`config.mk`:
```
export PLATFORM = sky130hd
export DESIGN_NAME = if_id_fetch_queue_flat
export DESIGN_NICKNAME = d
export VERILOG_FILES = /design/src/rtl/mips_pkg.sv /design/src/rtl/if_id_fetch_queue_if.sv /design/src/rtl/instr_field_split.sv /design/src/rtl/if_id_fetch_queue.sv /design/src/flat_wrapper.sv
export SDC_FILE = /design/constraint.sdc
export NUM_CORES = 1
export LEC_CHECK = 0
export CAP_MARGIN = 20
export CORE_ASPECT_RATIO = 2
export CORE_UTILIZATION = 40
export DETAILED_ROUTE_END_ITERATION = 8
export REMOVE_ABC_BUFFERS = 1
export SLEW_MARGIN = 20
export SYNTH_ARGS = -nofsm -noshare
export SYNTH_HDL_FRONTEND = slang
export SYNTH_SLANG_ARGS = --single-unit
```
`constraint.sdc`:
```
create_clock -name i_clk -period 4.3 [get_ports i_clk]
set_input_delay 0.86 -clock i_clk [delete_from_list [all_inputs] [get_ports i_clk]]
set_output_delay 0.86 -clock i_clk [all_outputs]
set_load 0.02 [all_outputs]
```
`src/rtl/mips_pkg.sv`:
```
// MIPS instruction field positions and the fetch-entry type shared by IF, the
// IF/ID queue and the ID stage.
package mips_pkg;

   localparam int INSTR_W    = 32;

   localparam int OPCODE_MSB = 31;
   localparam int OPCODE_LSB = 26;
   localparam int RS_MSB     = 25;
   localparam int RS_LSB     = 21;
   localparam int RT_MSB     = 20;
   localparam int RT_LSB     = 16;
   localparam int RD_MSB     = 15;
   localparam int RD_LSB     = 11;
   localparam int SHAMT_MSB  = 10;
   localparam int SHAMT_LSB  = 6;
   localparam int FUNCT_MSB  = 5;
   localparam int FUNCT_LSB  = 0;
   localparam int IMM_MSB    = 15;
   localparam int IMM_LSB    = 0;

   // sll $0,$0,0 is the all-zero word, used as the bubble.
   localparam logic [INSTR_W-1:0] NOP_INSTR = 32'h0000_0000;

   typedef struct packed {
      logic [31:0] pc_plus_4;
      logic [31:0] instruction;
   } fetch_entry_t;

endpackage

```
`src/rtl/if_id_fetch_queue_if.sv`:
```
// IF -> queue -> ID signal bundle; the queue takes the slave view, the
// surrounding pipeline (or a bench) takes the master view.
interface if_id_fetch_queue_if #(
   parameter int DATA_W = 32,
   parameter int ADDR_W = 32,
   parameter int DEPTH  = 4
);
   localparam int PTR_W = $clog2(DEPTH);

   logic              i_push_valid;
   logic              o_push_ready;
   logic [ADDR_W-1:0] i_pc_plus_4;
   logic [DATA_W-1:0] i_instruction;
   logic              i_pop;
   logic              i_stall;
   logic              i_flush;
   logic              o_valid;
   logic [ADDR_W-1:0] o_pc_plus_4;
   logic [DATA_W-1:0] o_instruction;
   logic [5:0]        o_opcode;
   logic [4:0]        o_rs;
   logic [4:0]        o_rt;
   logic [4:0]        o_rd;
   logic [4:0]        o_shamt;
   logic [5:0]        o_funct;
   logic [15:0]       o_imm;
   logic [PTR_W:0]    o_count;
   logic              o_full;
   logic              o_empty;
   logic              o_overflow;

   modport slave (
      input  i_push_valid, i_pc_plus_4, i_instruction, i_pop, i_stall, i_flush,
      output o_push_ready, o_valid, o_pc_plus_4, o_instruction,
             o_opcode, o_rs, o_rt, o_rd, o_shamt, o_funct, o_imm,
             o_count, o_full, o_empty, o_overflow
   );

   modport master (
      output i_push_valid, i_pc_plus_4, i_instruction, i_pop, i_stall, i_flush,
      input  o_push_ready, o_valid, o_pc_plus_4, o_instruction,
             o_opcode, o_rs, o_rt, o_rd, o_shamt, o_funct, o_imm,
             o_count, o_full, o_empty, o_overflow
   );

endinterface

```
`src/rtl/instr_field_split.sv`:
```
// Purely combinational MIPS field slicer; shared with the ID stage so both
// agree on field positions.
module instr_field_split
   import mips_pkg::*;
(
   input  logic [INSTR_W-1:0]                instr_i,
   output logic [OPCODE_MSB-OPCODE_LSB:0]    opcode_o,
   output logic [RS_MSB-RS_LSB:0]            rs_o,
   output logic [RT_MSB-RT_LSB:0]            rt_o,
   output logic [RD_MSB-RD_LSB:0]            rd_o,
   output logic [SHAMT_MSB-SHAMT_LSB:0]      shamt_o,
   output logic [FUNCT_MSB-FUNCT_LSB:0]      funct_o,
   output logic [IMM_MSB-IMM_LSB:0]          imm_o
);

   assign opcode_o = instr_i[OPCODE_MSB:OPCODE_LSB];
   assign rs_o     = instr_i[RS_MSB:RS_LSB];
   assign rt_o     = instr_i[RT_MSB:RT_LSB];
   assign rd_o     = instr_i[RD_MSB:RD_LSB];
   assign shamt_o  = instr_i[SHAMT_MSB:SHAMT_LSB];
   assign funct_o  = instr_i[FUNCT_MSB:FUNCT_LSB];
   assign imm_o    = instr_i[IMM_MSB:IMM_LSB];

endmodule

```
`src/rtl/if_id_fetch_queue.sv`:
```
// DEPTH-entry in-order queue of {pc_plus_4, instruction} between IF and ID,
// presenting the head pre-split into MIPS fields and a NOP bubble when empty.
module if_id_fetch_queue
   import mips_pkg::*;
#(
   parameter int DATA_W = 32,
   parameter int ADDR_W = 32,
   parameter int DEPTH  = 4
) (
   input logic                 i_clk,
   input logic                 i_reset,
   if_id_fetch_queue_if.slave  bus
);

   localparam int PTR_W = $clog2(DEPTH);

   generate
      if (DEPTH < 2 || (DEPTH & (DEPTH - 1)) != 0) begin : g_bad_depth
         $error("if_id_fetch_queue: DEPTH must be a power of two and >= 2");
      end
      if (DATA_W != INSTR_W) begin : g_bad_data_w
         $error("if_id_fetch_queue: DATA_W must be 32 for MIPS field slicing");
      end
   endgenerate

   typedef struct packed {
      logic [ADDR_W-1:0] pc_plus_4;
      logic [DATA_W-1:0] instruction;
   } entry_t;

   entry_t           mem_q [DEPTH];
   logic [PTR_W-1:0] wrPtr_q, wrPtr_d;
   logic [PTR_W-1:0] rdPtr_q, rdPtr_d;
   logic [PTR_W:0]   count_q, count_d;
   logic             overflow_q, overflow_d;

   logic             full;
   logic             empty;
   logic             push;
   logic             pop;
   entry_t           headEntry;
   logic [DATA_W-1:0] headInstr;

   assign full  = (count_q == (PTR_W+1)'(DEPTH));
   assign empty = (count_q == '0);
   assign push  = bus.i_push_valid & ~full;
   assign pop   = bus.i_pop & ~bus.i_stall & ~empty;

   // Flush wins over push/pop: anything arriving alongside it is wrong-path.
   always_comb begin
      wrPtr_d    = wrPtr_q;
      rdPtr_d    = rdPtr_q;
      count_d    = count_q;
      overflow_d = overflow_q | (bus.i_push_valid & full);
      if (bus.i_flush) begin
         wrPtr_d = '0;
         rdPtr_d = '0;
         count_d = '0;
      end else begin
         if (push) wrPtr_d = wrPtr_q + PTR_W'(1);
         if (pop)  rdPtr_d = rdPtr_q + PTR_W'(1);
         count_d = count_q + (PTR_W+1)'(push) - (PTR_W+1)'(pop);
      end
   end

   always_ff @(posedge i_clk or negedge i_reset) begin
      if (!i_reset) begin
         wrPtr_q    <= '0;
         rdPtr_q    <= '0;
         count_q    <= '0;
         overflow_q <= 1'b0;
      end else begin
         wrPtr_q    <= wrPtr_d;
         rdPtr_q    <= rdPtr_d;
         count_q    <= count_d;
         overflow_q <= overflow_d;
      end
   end

   // Storage is deliberately unreset; the empty mask hides stale contents.
   always_ff @(posedge i_clk) begin
      if (push && !bus.i_flush) begin
         mem_q[wrPtr_q] <= '{pc_plus_4: bus.i_pc_plus_4, instruction: bus.i_instruction};
      end
   end

   assign headEntry = mem_q[rdPtr_q];
   assign headInstr = empty ? NOP_INSTR : headEntry.instruction;

   assign bus.o_push_ready  = ~full;
   assign bus.o_valid       = ~empty;
   assign bus.o_pc_plus_4   = empty ? '0 : headEntry.pc_plus_4;
   assign bus.o_instruction = headInstr;
   assign bus.o_count       = count_q;
   assign bus.o_full        = full;
   assign bus.o_empty       = empty;
   assign bus.o_overflow    = overflow_q;

   instr_field_split u_split (
      .instr_i  (headInstr),
      .opcode_o (bus.o_opcode),
      .rs_o     (bus.o_rs),
      .rt_o     (bus.o_rt),
      .rd_o     (bus.o_rd),
      .shamt_o  (bus.o_shamt),
      .funct_o  (bus.o_funct),
      .imm_o    (bus.o_imm)
   );

endmodule

```
`src/flat_wrapper.sv`:
```
// flat-port wrapper written by rule: the top's interface ports become plain ports
module if_id_fetch_queue_flat import mips_pkg::*;
#(
   parameter int DATA_W = 32,
   parameter int ADDR_W = 32,
   parameter int DEPTH  = 4
)
  (i_clk, i_reset, bus_i_push_valid, bus_i_pc_plus_4, bus_i_instruction, bus_i_pop, bus_i_stall, bus_i_flush, bus_o_push_ready, bus_o_valid, bus_o_pc_plus_4, bus_o_instruction, bus_o_opcode, bus_o_rs, bus_o_rt, bus_o_rd, bus_o_shamt, bus_o_funct, bus_o_imm, bus_o_count, bus_o_full, bus_o_empty, bus_o_overflow);
  if_id_fetch_queue_if #(.DATA_W(DATA_W), .ADDR_W(ADDR_W), .DEPTH(DEPTH)) bus_i ();
  input logic i_clk;
  input logic i_reset;
  input wire logic [$bits(bus_i.i_push_valid)-1:0] bus_i_push_valid;
  input wire logic [$bits(bus_i.i_pc_plus_4)-1:0] bus_i_pc_plus_4;
  input wire logic [$bits(bus_i.i_instruction)-1:0] bus_i_instruction;
  input wire logic [$bits(bus_i.i_pop)-1:0] bus_i_pop;
  input wire logic [$bits(bus_i.i_stall)-1:0] bus_i_stall;
  input wire logic [$bits(bus_i.i_flush)-1:0] bus_i_flush;
  output wire logic [$bits(bus_i.o_push_ready)-1:0] bus_o_push_ready;
  output wire logic [$bits(bus_i.o_valid)-1:0] bus_o_valid;
  output wire logic [$bits(bus_i.o_pc_plus_4)-1:0] bus_o_pc_plus_4;
  output wire logic [$bits(bus_i.o_instruction)-1:0] bus_o_instruction;
  output wire logic [$bits(bus_i.o_opcode)-1:0] bus_o_opcode;
  output wire logic [$bits(bus_i.o_rs)-1:0] bus_o_rs;
  output wire logic [$bits(bus_i.o_rt)-1:0] bus_o_rt;
  output wire logic [$bits(bus_i.o_rd)-1:0] bus_o_rd;
  output wire logic [$bits(bus_i.o_shamt)-1:0] bus_o_shamt;
  output wire logic [$bits(bus_i.o_funct)-1:0] bus_o_funct;
  output wire logic [$bits(bus_i.o_imm)-1:0] bus_o_imm;
  output wire logic [$bits(bus_i.o_count)-1:0] bus_o_count;
  output wire logic [$bits(bus_i.o_full)-1:0] bus_o_full;
  output wire logic [$bits(bus_i.o_empty)-1:0] bus_o_empty;
  output wire logic [$bits(bus_i.o_overflow)-1:0] bus_o_overflow;
  assign bus_i.i_push_valid = bus_i_push_valid;
  assign bus_i.i_pc_plus_4 = bus_i_pc_plus_4;
  assign bus_i.i_instruction = bus_i_instruction;
  assign bus_i.i_pop = bus_i_pop;
  assign bus_i.i_stall = bus_i_stall;
  assign bus_i.i_flush = bus_i_flush;
  assign bus_o_push_ready = bus_i.o_push_ready;
  assign bus_o_valid = bus_i.o_valid;
  assign bus_o_pc_plus_4 = bus_i.o_pc_plus_4;
  assign bus_o_instruction = bus_i.o_instruction;
  assign bus_o_opcode = bus_i.o_opcode;
  assign bus_o_rs = bus_i.o_rs;
  assign bus_o_rt = bus_i.o_rt;
  assign bus_o_rd = bus_i.o_rd;
  assign bus_o_shamt = bus_i.o_shamt;
  assign bus_o_funct = bus_i.o_funct;
  assign bus_o_imm = bus_i.o_imm;
  assign bus_o_count = bus_i.o_count;
  assign bus_o_full = bus_i.o_full;
  assign bus_o_empty = bus_i.o_empty;
  assign bus_o_overflow = bus_i.o_overflow;
  if_id_fetch_queue #(.DATA_W(DATA_W), .ADDR_W(ADDR_W), .DEPTH(DEPTH)) u_core (.i_clk(i_clk), .i_reset(i_reset), .bus(bus_i));
endmodule
```
# ---- Yosys cells after proc, flatten, opt, wreduce, memory -nomap -nowiden
# Memory sizes are Yosys's and may differ from the RTL's.
# Cells that the tools add are included.
dict set report classes {
  add_sub_neg 4
  n_eq_ne 1
  n_mux 9
  n_bitwise 8
  reduce_logical 5
}
# operator count
set ops {}
lappend ops {{$mux 32} 2}
lappend ops {{$mux 2} 4}
lappend ops {{$add 2x1->2 const B} 2}
lappend ops {{$and 1x1->1} 4}
lappend ops {{$reduce_bool 2->1} 2}
lappend ops {{$add 3x1->3} 1}
lappend ops {{$eq 3x3->1 const B} 1}
lappend ops {{$logic_not 3->1} 1}
lappend ops {{$mux 3} 1}
lappend ops {{$not 1->1} 3}
lappend ops {{$sub 3x1->3} 1}
lappend ops {{$mux 1} 2}
lappend ops {{$logic_and 1x1->1} 1}
lappend ops {{$logic_not 1->1} 1}
lappend ops {{$or 1x1->1} 1}
dict set report word_totals {
  register_bits 8
  ramBits 256
  input_bits 70
  elab_cells 32
  mem_count 1
}
# memory words word_bits rd rd_ports_with_merged_regs wr line
set memory_table {}
lappend memory_table {u_core.mem_q 4 64 1 0 1 if_id_fetch_queue.sv:31} ;# entry_t mem_q [DEPTH];

# ---- Logic depth before layout (Yosys ltp)
# Gate-level depths: netlist (run 1).
dict set report depth {
  ltp_word 6
  depth_mapped 10
}

# ---- Modules after synthesis
# A second synthesis (run 1) with hierarchy kept.
dict set report unflattened {
  hier_cells 505
  hier_area_um2 10568.9
}
# module instances cells_per_inst area_each_um2
set by_module_without_submodules {}
lappend by_module_without_submodules {if_id_fetch_queue 1 457 10208.5}
lappend by_module_without_submodules {instr_field_split 1 48 360.3}

# ---- Worst setup path after synthesis (run 1)
# OpenSTA, ideal clock, no wires.
dict set report synth_path {
  kind {input -> register}
  start {input port bus_i_flush}
  end {memory u_core.mem_q[0][0] (netlist bit), enable pin}
  setup_ns 0.429
  arrival_ns 2.860
  setup_slack_ns 1.011
  path_stages 3
  n_path_buf 1
  cell_sequence {clkbuf_1 -> nor3_1 -> and2_1}
}
dict set report synth_via {
  elab_chain_cells 4
}
# element line
set synth_rtl {}
lappend synth_rtl {{from (decl)} flat_wrapper.sv:17} ;# input wire logic [$bits(bus_i.i_flush)-1:0] bus_i_flush;
lappend synth_rtl {{$logic_not 1->1} if_id_fetch_queue.sv:82} ;# if (push && !bus.i_flush) begin
lappend synth_rtl {{$logic_and 1x1->1} if_id_fetch_queue.sv:82}
lappend synth_rtl {{$mux 1} if_id_fetch_queue.sv:82}
lappend synth_rtl {{$mux 1 (not written as such)} if_id_fetch_queue.sv:83} ;# mem_q[wrPtr_q] <= '{pc_plus_4: bus.i_pc_plus_4, instruction: bus.i_instruction};
lappend synth_rtl {{to (decl)} if_id_fetch_queue.sv:31}
# Every way passes these cells.

# ---- Worst setup path after layout (run 1)
dict set report layout_path {
  start {register u_core.rdPtr_q[0]}
  end {output port bus_o_rs[3]}
}
dict set report layout_via {
  elab_chain_cells 2
}
# element line
set layout_rtl {}
lappend layout_rtl {{from (decl)} if_id_fetch_queue.sv:33} ;# logic [PTR_W-1:0] rdPtr_q, rdPtr_d;
lappend layout_rtl {{from (signal assigned)} if_id_fetch_queue.sv:74} ;# rdPtr_q <= rdPtr_d;
lappend layout_rtl {{$mem_v2 4x64} n/a}
lappend layout_rtl {{$mux 32} if_id_fetch_queue.sv:88} ;# assign headInstr = empty ? NOP_INSTR : headEntry.instruction;
lappend layout_rtl {{to (decl)} flat_wrapper.sv:23} ;# output wire logic [$bits(bus_i.o_rs)-1:0] bus_o_rs;
# Every way passes these cells.

==> results by group, run 1 <==
Yosys
  • Synth warn: 0
  • Post-synthesis instance total: 506
  • Post-Syn Area per Cell: 20.91 µm²
  • EDFF count, synth: 256
  • Unique masters post-synth: 29
  • Yosys top cell by area: edfxtp_1
  • Yosys top cell area share: 0.7267
  • Most used DFF post-synth: edfxtp_1
  • Most area-consuming cells after synthesis: edfxtp_1 73%, mux4_2 14%, and2_1 4.0%, buf_4 3.5%, dfrtp_1 1.9%
  • FF+latch count, synth: 264
  • Mapped Area: 10580 µm²
  • Asr flop ratio synth: 0.03030
  • Sequential area share after synthesis: 0.7456

Clock network
  • Worst skew pair latency: 0.50 ns
  • CTS resizes: 0
  • H-tree depth: 1
  • CTS Buffer Depth: 3
  • Clock root cell: clkbuf_16
  • Postcts setup bufs: 0
  • CTS tree: done
  • Reg clk slew, reported paths: 0.06 ns
  • Sink Count: 264
  • CTS buffer count: 23
  • CTS Hold Bufs: 0

Routing
  • Post-Route M1 WL: 7337 µm
  • WL per Instance: 20.37 µm
  • Post-route DRC: 0
  • Initial DRT Pass Iterations: 4
  • Starting DRT DRC Count: 240
  • Post-DRT Antenna Nets: 0
  • Post-Route WL: 20660 µm
  • Met2 routed WL: 12170 µm
  • Top routing layer in use: met5
  • Via density: 4.967
  • Met3 wire length: 806 µm
  • Via Count: 5037

STA
  • Final Hold Fails: 0
  • Rel. slew slack: 0.3152
  • Post-Route Setup TNS: 0 ns
  • Tcrit/Tclk final: 0.8778
  • RSZ-0062 raised after global routing: no
  • Worst-Margin Slew: 1.027 ns
  • Fin Clk Skew: 0.006806 ns
  • Final setup fails: 0
  • Post-layout minimum cycle time: 3.775 ns
  • Slew Viols, Final: 0
  • Fmax: 264.9 MHz

Critical path
  • Crit. End Element: output pin
  • Worst Path Max Fanout: 22
  • End point of the critical path: bus_o_rs[3]
  • RR Startpoint: u_core.bus.o_count[1]
  • RR Endpoint: u_core.bus.o_count[2]
  • Data arrival time of the worst path: 2.91 ns
  • R2R depth: 10
  • Reg2reg setup slack: 1.25 ns
  • Worst setup SP type: register
  • Required @ worst endpoint: 3.44 ns
  • WS Path Type: reg2out
  • Critical path startpoint: u_core.rdPtr_q[0]

Power and ir drop
  • Total chip power: 7768 µW
  • Pleak: 0.004211 µW
  • Power per standard cell area: 586.7 nW/µm²
  • Max rail drop VDD: 454.7 µV

Placement
  • DP HPWL: 12920 µm
  • IO buf count: 189
  • Final Wtd Congestion: 0.6829
  • Placed Area: 12500 µm²

Finish
  • Fin nets: 734
  • Final instance area: 13240 µm²
  • Area Growth Syn to Fin: 25.16%
  • Most frequent cells in the layout: 256 x edfxtp_1, 189 x clkdlybuf4s50_1, 64 x mux4_2, 64 x and2_1, 23 x clkbuf_16
  • Share of layout cells above drive strength 1: 0.1664
  • Most common cell after layout, fill and taps aside: edfxtp_1
  • Fin util: 0.5120

GRT
  • Initial antenna violation count: 1
  • GR Overflow Total: 0
  • Maximum number of pins on one net before global-route repair: 67
  • First-pass GRT wire length: 31020 µm
  • GRT Overall Usage: 0.1571
  • Vias in the first global route: 5469

Floorplanning
  • Die area: 27140 µm²
  • Die Y: 232.0 µm
  • Cell Rows: 83
  • Die X: 117.0 µm
  • Core Region: 25860 µm²
  • Initial core utilization: 0.4091
  • # IOs: 190

Run
  • Max cap viols: 0

Run status
  • Status: finished clean

Min path
  • Hold Path Class: reg2reg
[power by group]
group	switching, µW	leakage (µW)	total (µW)	internal (µW)
sequential	84.2	0.00242	3060	2980
combinational	1370	0.00143	2680	1310
clock	857	0.000355	2020	1170
total	2310	0.00421	7770	5460
[Yosys cell counts (2+ instances only)]
cell and instances:
dfrtp_1 8, nand2b_1 2, ha_1 6, nor2b_1 3
clkbuf_1 9, buf_4 50, or3_1 2, mux4_2 64
inv_1 8, buf_12 4, nor2_1 5, edfxtp_1 256
and2_1 68, buf_2 6
[metal layers]
layer / global-route usage / up-vias
li1: - / 2235
met3: 0.02297 / 20
met4: 0.04747 / 2
met2: 0.3064 / 128
met1: 0.1687 / 2652
met5: 0 / -
[worst min-delay path by stage]
stage | startpoint | to | depth (start not counted)
detailed placement | u_core.bus.o_overflow | u_core.bus.o_overflow | 1
floorplan | u_core.wrPtr_q[1] | u_core.wrPtr_q[1] | 2
finish | u_core.bus.o_overflow | u_core.bus.o_overflow | 1
CTS | u_core.bus.o_overflow | u_core.bus.o_overflow | 1
global route | u_core.bus.o_overflow | u_core.bus.o_overflow | 1
global placement | u_core.bus.o_overflow | u_core.bus.o_overflow | 1
[worst max-delay path, cell delays in order (launching register included)]
cell and delay (ns):
dfrtp_4 0.72, buf_4 0.40, mux4_2 0.54, and2_1 0.19, clkdlybuf4s50_1 0.55
[layout make-up]
cell class | instances | area, µm²
diodes | 1 | 2.502
clock buffers | 29 | 598.1
clock inverters | 12 | 136.4
fillers | 2070 | 12620
inverters | 8 | 30.03
multi-input cells | 163 | 2138
flip-flops and latches | 264 | 7895
well taps | 340 | 425.4
repair buffers | 197 | 2014
[registers in the layout (all words and copies together) (netlist names)]
name,flops
u_core.bus.o_count,3
u_core.wrPtr_q,2
u_core.bus.o_overflow,1
u_core.rdPtr_q,2
u_core.mem_q,256
[through the flow]
stage | cells | setup WS, ns | hold WS, ns
floorplan | 435 | -0.1627 | 0.5541
global placement | 972 | 0.9773 | 0.4437
detailed placement | 972 | 0.9803 | 0.4457
CTS | 1013 | 0.4379 | 0.4647
global route | 1013 | 0.2998 | 0.4962
finish | 1014 | 0.5254 | 0.4596
[cells by family after synthesis]
logic type,share of synthesized area
flops,0.7456
simple gates,0.04944
buf+inv,0.05334
mux,0.1393
fa+ha+maj,0.008989
compound gates,0.001655
xor+xnor,0.001656
(Power assumes the default switching activity.)
==> run 2, diff against run 1 <==
--- a/config.mk
+++ b/config.mk
@@ -7,10 +7,12 @@
 export LEC_CHECK = 0
 export CAP_MARGIN = 20
 export CORE_ASPECT_RATIO = 2
+export CORE_MARGIN = 10
 export CORE_UTILIZATION = 40
 export DETAILED_ROUTE_END_ITERATION = 8
+export HOLD_SLACK_MARGIN = 0.15
 export REMOVE_ABC_BUFFERS = 1
-export SLEW_MARGIN = 20
+export SLEW_MARGIN = 40
 export SYNTH_ARGS = -nofsm -noshare
 export SYNTH_HDL_FRONTEND = slang
 export SYNTH_SLANG_ARGS = --single-unit
==> run 2 against run 1 <==
Register-to-register slack better by 0.29 ns; largest power group unchanged; global-route usage down 2.8 points; clock skew up 0.0088 ns; critical path depth unchanged; final area up 0.77%.
==> results by group, run 2 (synthesis results as in run 1) <==
Critical path
  • Critical Path Max Stage Delay: 0.75 ns (was 0.72 ns)
  • Master of the slowest instance on the critical path: dfrtp_4 (unchanged)
  • Crit path buffers/inverters: 2 (unchanged)
  • Worst setup SP type: register (unchanged)
  • Worst Path Max Fanout: 24 (was 22)
  • Required @ worst endpoint: 3.44 ns (about the same)
  • Data arrival time of the worst path: 3.01 ns (was 2.91 ns)
  • WS Path Type: reg2out (unchanged)
  • Crit-path cells: buf_4 > mux4_2 > and2_1 > clkdlybuf4s50_1 (unchanged)
  • Top delay family on crit path: buffers and inverters (unchanged)
  • Crit. End Element: output pin (unchanged)

Finish
  • Cell Count, Final, Fillers Out: 1018 (was 1014)
  • Most flops, register: u_core.mem_q (unchanged)
  • Final instance area: 13340 µm² (was 13240 µm²)
  • Most frequent cells in the layout: 256 x edfxtp_1, 189 x clkdlybuf4s50_1, 64 x mux4_2, 64 x and2_1, 23 x clkbuf_16 (unchanged)
  • Fin nets: 735 (was 734)
  • Max FFs per register: 256 (unchanged)
  • Fin util: 0.5098 (was 0.5120)
  • Share of layout cells above drive strength 1: 0.1753 (was 0.1664)
  • Most common cell after layout, fill and taps aside: edfxtp_1 (unchanged)
  • Area Growth Syn to Fin: 26.11% (was 25.16%)

Clock network
  • CTS resizes: 0 (unchanged)
  • CTS buffer count: 23 (unchanged)
  • CTS tree: done (unchanged)
  • Worst skew pair latency: 0.52 ns (was 0.50 ns)
  • Postcts setup bufs: 0 (unchanged)
  • Reg clk slew, reported paths: 0.07 ns (was 0.06 ns)
  • Clock root cell: clkbuf_16 (unchanged)
  • CTS Buffer Depth: 3 (unchanged)
  • CTS Hold Bufs: 0 (unchanged)
  • Sink Count: 264 (unchanged)
  • H-tree depth: 1 (unchanged)

Routing
  • Post-Route WL: 22150 µm (was 20660 µm)
  • Via density: 4.925 (was 4.967)
  • Post-route DRC: 0 (unchanged)
  • Post-DRT Antenna Nets: 0 (unchanged)
  • WL per Instance: 21.76 µm (was 20.37 µm)
  • Via Count: 5014 (was 5037)
  • Starting DRT DRC Count: 301 (was 240)
  • Initial DRT Pass Iterations: 5 (was 4)

Floorplanning
  • # IOs: 190 (unchanged)
  • Core Region: 26170 µm² (was 25860 µm²)
  • Die area: 33750 µm² (was 27140 µm²)
  • Initial core utilization: 0.4042 (was 0.4091)
  • Die X: 135.0 µm (was 117.0 µm)
  • Die Y: 250.0 µm (was 232.0 µm)
  • Cell Rows: 84 (was 83)

STA
  • Slew Viols, Final: 0 (unchanged)
  • Rel. slew slack: 0.6306 (was 0.3152)
  • RSZ-0062 raised after global routing: no (unchanged)
  • Fin Clk Skew: 0.01564 ns (was 0.006806 ns)
  • Worst-Margin Slew: 0.5541 ns (was 1.027 ns)
  • Tcrit/Tclk final: 0.8991 (was 0.8778)
  • Post-layout minimum cycle time: 3.866 ns (was 3.775 ns)
  • Final setup fails: 0 (unchanged)
  • Final Hold Fails: 0 (unchanged)
  • Fmax: 258.7 MHz (was 264.9 MHz)

Power and ir drop
  • Cell Int Power: 5577 µW (was 5459 µW)
  • Logic pwr share: 0.344 (was 0.345)
  • Max rail drop VDD: 497.3 µV (was 454.7 µV)
  • Power per standard cell area: 597.4 nW/µm² (was 586.7 nW/µm²)
  • Total chip power: 7970 µW (was 7768 µW)
  • NetSw: 2393 µW (was 2310 µW)
  • Switching part of the total: 0.3003 (was 0.2973)
  • Register share of total power: 0.383 (was 0.394)
  • Pleak: 0.004256 µW (was 0.004211 µW)
  • Clock power share: 0.273 (was 0.261)

GRT
  • Maximum number of pins on one net before global-route repair: 65 (was 67)
  • GRT Overall Usage: 0.1293 (was 0.1571)
  • Vias in the first global route: 5617 (was 5469)
  • Initial antenna violation count: 2 (was 1)
  • GR Overflow Total: 0 (unchanged)
  • First-pass GRT wire length: 33530 µm (was 31020 µm)

Min path
  • Hold Path Class: reg2reg (unchanged)

Placement
  • Cells after DPL: 977 (was 972)
  • IO buf count: 189 (unchanged)
  • DP HPWL: 14160 µm (was 12920 µm)
  • Placed Area: 12540 µm² (was 12500 µm²)
  • Final Wtd Congestion: 0.7278 (was 0.6829)

Run status
  • Status: finished clean (unchanged)

Run
  • Max cap viols: 0 (unchanged)
-- run 2: worst paths after layout --
check                      cells past startpoint  slack, ns               endpoint                  start
max                                            4       0.43  bus_o_instruction[21]      u_core.rdPtr_q[0]
min                                            1       0.48  u_core.bus.o_overflow  u_core.bus.o_overflow
max reg2reg                                   10       1.54  u_core.bus.o_count[2]  u_core.bus.o_count[1]
min reg2reg                                    1       0.48  u_core.bus.o_overflow  u_core.bus.o_overflow
max in group asynchronous                      1       3.36      u_core.rdPtr_q[1]                i_reset
min in group asynchronous                      1       0.63  u_core.bus.o_overflow                i_reset
-- run 2: cell type report --
cell class / instances / area, µm²
Antenna cell: 1 / 2.502
Clock buffer: 24 / 579.3
Clock inverter: 16 / 215.2
Fill cell: 2107 / 12830
Inverter: 8 / 30.03
Multi-Input combinational cell: 163 / 2142
Sequential cell: 264 / 7895
Tap cell: 344 / 430.4
Timing Repair Buffer: 198 / 2047
-- run 2: routing by layer --
metal / wire length, µm / part of all wire / global-route usage
met5: 12 / 0.00054 / 0
met4: 514 / 0.023 / 0.04697
met3: 1270 / 0.057 / 0.02757
met2: 12600 / 0.57 / 0.2444
met1: 7756 / 0.35 / 0.1345
-- run 2: per-stage QoR --
stage	setup TNS (ns)	setup slack [ns]	hold slack, ns
final	0	0.4340	0.4764
after detailed placement	0	0.9153	0.4679
after global routing	0	0.2255	0.4982
after global placement	0	0.9119	0.4408
after floorplan	-11.71	-0.1627	0.5541
after CTS	0	0.3362	0.4837
-- run 2: power groups by stage --
stage / clock [µW] / sequential (µW) / combinational, µW
6_report: 2170 / 3050 / 2740
5_1_grt: 2340 / 3070 / 2910
4_1_cts: 2240 / 3060 / 2820
3_5_place_dp: 0 / 3110 / 2810
3_3_place_gp: 0 / 3110 / 2780
2_1_floorplan: 0 / 3160 / 1320
==> run 3, diff against run 2 <==
--- a/config.mk
+++ b/config.mk
@@ -11,6 +11,7 @@
 export CORE_UTILIZATION = 40
 export DETAILED_ROUTE_END_ITERATION = 8
 export HOLD_SLACK_MARGIN = 0.15
+export RECOVER_POWER = 50
 export REMOVE_ABC_BUFFERS = 1
 export SLEW_MARGIN = 40
 export SYNTH_ARGS = -nofsm -noshare
==> run 3 against run 2 <==
Largest power group unchanged; register-to-register slack worse by 0.60 ns; the flow now finishes with violations (max-capacitance violations, max-slew violations); global-route usage stayed put; maximum frequency about the same; routed wire length increased by 0.24%; die area is the same; largest cell class unchanged; via count grew 0.34%; critical path type unchanged.
==> results by group, run 3 (synthesis results as in run 1) <==
Run status
  • Status: finished with violations (was finished clean)
  • Failing checks: max-capacitance violations, max-slew violations

Routing
  • Via Count: 5031 (was 5014)
  • Post-route DRC: 0 (unchanged)
  • Via density: 4.942 (was 4.925)
  • WL per Instance: 21.82 µm (was 21.76 µm)
  • Starting DRT DRC Count: 331 (was 301)
  • Post-DRT Antenna Nets: 0 (unchanged)
  • Post-Route WL: 22210 µm (was 22150 µm)
  • Initial DRT Pass Iterations: 5 (unchanged)

Power and ir drop
  • Max rail drop VDD: 496.2 µV (was 497.3 µV)
  • Switching part of the total: 0.3010 (was 0.3003)
  • Power per standard cell area: 597.7 nW/µm² (was 597.4 nW/µm²)
  • Cell Int Power: 5563 µW (was 5577 µW)
  • Total chip power: 7958 µW (was 7970 µW)
  • Clock power share: 0.273 (about the same)
  • Pleak: 0.004258 µW (was 0.004256 µW)
  • Register share of total power: 0.384 (was 0.383)
  • Logic pwr share: 0.342 (was 0.344)
  • NetSw: 2395 µW (was 2393 µW)

STA
  • Rel. slew slack: -0.4897 (was 0.6306)
  • Final setup fails: 0 (unchanged)
  • RSZ-0062 raised after global routing: no (unchanged)
  • Tcrit/Tclk final: 0.8997 (was 0.8991)
  • Worst-Margin Slew: 2.233 ns (was 0.5541 ns)
  • Fmax: 258.5 MHz (was 258.7 MHz)
  • Slew Viols, Final: 117 (was 0)
  • Final Hold Fails: 0 (unchanged)
  • Post-layout minimum cycle time: 3.869 ns (was 3.866 ns)
  • Fin Clk Skew: 0.01619 ns (was 0.01564 ns)

Placement
  • Cells after DPL: 977 (unchanged)
  • Placed Area: 12540 µm² (unchanged)
  • IO buf count: 189 (unchanged)
  • DP HPWL: 14160 µm (unchanged)
  • Final Wtd Congestion: 0.7278 (unchanged)

Min path
  • Hold Path Class: reg2reg (unchanged)
  • WHS Path Cells: 1 (unchanged)

Floorplanning
  • Die X: 135.0 µm (unchanged)
  • Core Region: 26170 µm² (unchanged)
  • Cell Rows: 84 (unchanged)
  • Die Y: 250.0 µm (unchanged)
  • Initial core utilization: 0.4042 (unchanged)
  • # IOs: 190 (unchanged)
  • Die area: 33750 µm² (unchanged)

GRT
  • First-pass GRT wire length: 33530 µm (unchanged)
  • Vias in the first global route: 5617 (unchanged)
  • GR Overflow Total: 0 (unchanged)
  • Maximum number of pins on one net before global-route repair: 65 (unchanged)
  • Initial antenna violation count: 7 (was 2)
  • GRT Overall Usage: 0.1293 (unchanged)

Clock network
  • CTS buffer count: 23 (unchanged)
  • CTS resizes: 0 (unchanged)
  • CTS tree: done (unchanged)
  • CTS Hold Bufs: 0 (unchanged)
  • H-tree depth: 1 (unchanged)
  • Sink Count: 264 (unchanged)
  • Reg clk slew, reported paths: 0.07 ns (about the same)
  • Worst skew pair latency: 0.52 ns (about the same)
  • Clock root cell: clkbuf_16 (unchanged)
  • CTS Buffer Depth: 3 (unchanged)
  • Postcts setup bufs: 0 (unchanged)

Finish
  • Cell Count, Final, Fillers Out: 1018 (unchanged)
  • Area Growth Syn to Fin: 25.87% (was 26.11%)
  • Share of layout cells above drive strength 1: 0.1709 (was 0.1753)
  • Most frequent cells in the layout: 256 x edfxtp_1, 122 x clkdlybuf4s50_1, 67 x dlygate4sd3_1, 64 x mux4_2, 64 x and2_1 (was 256 x edfxtp_1, 189 x clkdlybuf4s50_1, 64 x mux4_2, 64 x and2_1, 23 x clkbuf_16)
  • Max FFs per register: 256 (unchanged)
  • Final instance area: 13320 µm² (was 13340 µm²)
  • Fin nets: 735 (unchanged)
  • Most common cell after layout, fill and taps aside: edfxtp_1 (unchanged)
  • Most flops, register: u_core.mem_q (unchanged)

Critical path
  • Worst Path Max Fanout: 24 (unchanged)
  • Crit. End Element: output pin (unchanged)
  • Worst setup SP type: register (unchanged)
  • Required @ worst endpoint: 3.44 ns (about the same)
  • Data arrival time of the worst path: 3.01 ns (about the same)
  • R2R depth: 4 (was 10)
  • Reg2reg setup slack: 0.94 ns (was 1.54 ns)
  • WS Path Type: reg2out (unchanged)

Run
  • Max cap viols: 3 (was 0)
==> run 3: cell types whose count changed in the layout (fill, tap and decap cells not counted) <==
cell / before / now
clkdlybuf4s50_1: 189 / 122
clkbuf_2: 0 / 1
buf_12: 7 / 6
and2_2: 0 / 1
and2_0: 0 / 2
dlygate4sd3_1: 0 / 67
nor3b_2: 1 / 0
nor3b_1: 1 / 2
and2_4: 4 / 1
==> run 3: power by group through the flow <==
stage	Sequential, µW	Clock [µW]	Combinational (µW)
2_1_floorplan	3160	0	1320
3_3_place_gp	3110	0	2780
3_5_place_dp	3110	0	2810
4_1_cts	3060	2240	2820
5_1_grt	3080	2340	2890
6_report	3060	2180	2720
==> run 3: final cells by class <==
cell class,count,area (µm²)
clock buffer,24,579.3
clock inverter,16,215.2
sequential,264,7895
antenna,1,2.502
multi-input combinational,163,2131
fill,2111,12850
timing repair buffer,198,2032
tap,344,430.4
inverter,8,30.03
==> run 3: worst max-delay path, stage by stage (launching register included) <==
cell and delay, ns:
dfrtp_4 0.75, buf_4 0.42, mux4_2 0.54, and2_1 0.20, clkdlybuf4s50_1 0.57
==> run 3: worst paths after layout <==
check	startpoint	end
setup / recovery	u_core.rdPtr_q[0]	bus_o_instruction[21]
hold / removal	u_core.bus.o_overflow	u_core.bus.o_overflow
setup reg to reg	u_core.bus.o_count[2]	u_core.mem_q[0][17]
hold reg to reg	u_core.bus.o_overflow	u_core.bus.o_overflow
max in group asynchronous	i_reset	u_core.rdPtr_q[1]
min in group asynchronous	i_reset	u_core.bus.o_overflow
==> run 3: routing by layer <==
metal / wire length, µm / part of all wire / GRT usage / vias up
li1: - / - / - / 2240
met1: 7827 / 0.35 / 0.1345 / 2616
met2: 12530 / 0.56 / 0.2444 / 126
met3: 1261 / 0.057 / 0.02757 / 41
met4: 553 / 0.025 / 0.04697 / 8
met5: 39 / 0.0018 / 0 / -
==> run 3: stage by stage <==
stage / utilization / setup WS, ns / hold WS, ns / setup TNS, ns
3_3_place_gp: 0.4777 / 0.9119 / 0.4408 / 0
5_1_grt: 0.5088 / 0.2000 / 0.4932 / 0
3_5_place_dp: 0.4793 / 0.9153 / 0.4679 / 0
2_1_floorplan: - / -0.1627 / 0.5541 / -11.71
4_1_cts: 0.5097 / 0.3362 / 0.4837 / 0
6_report: 0.5088 / 0.4311 / 0.4711 / 0
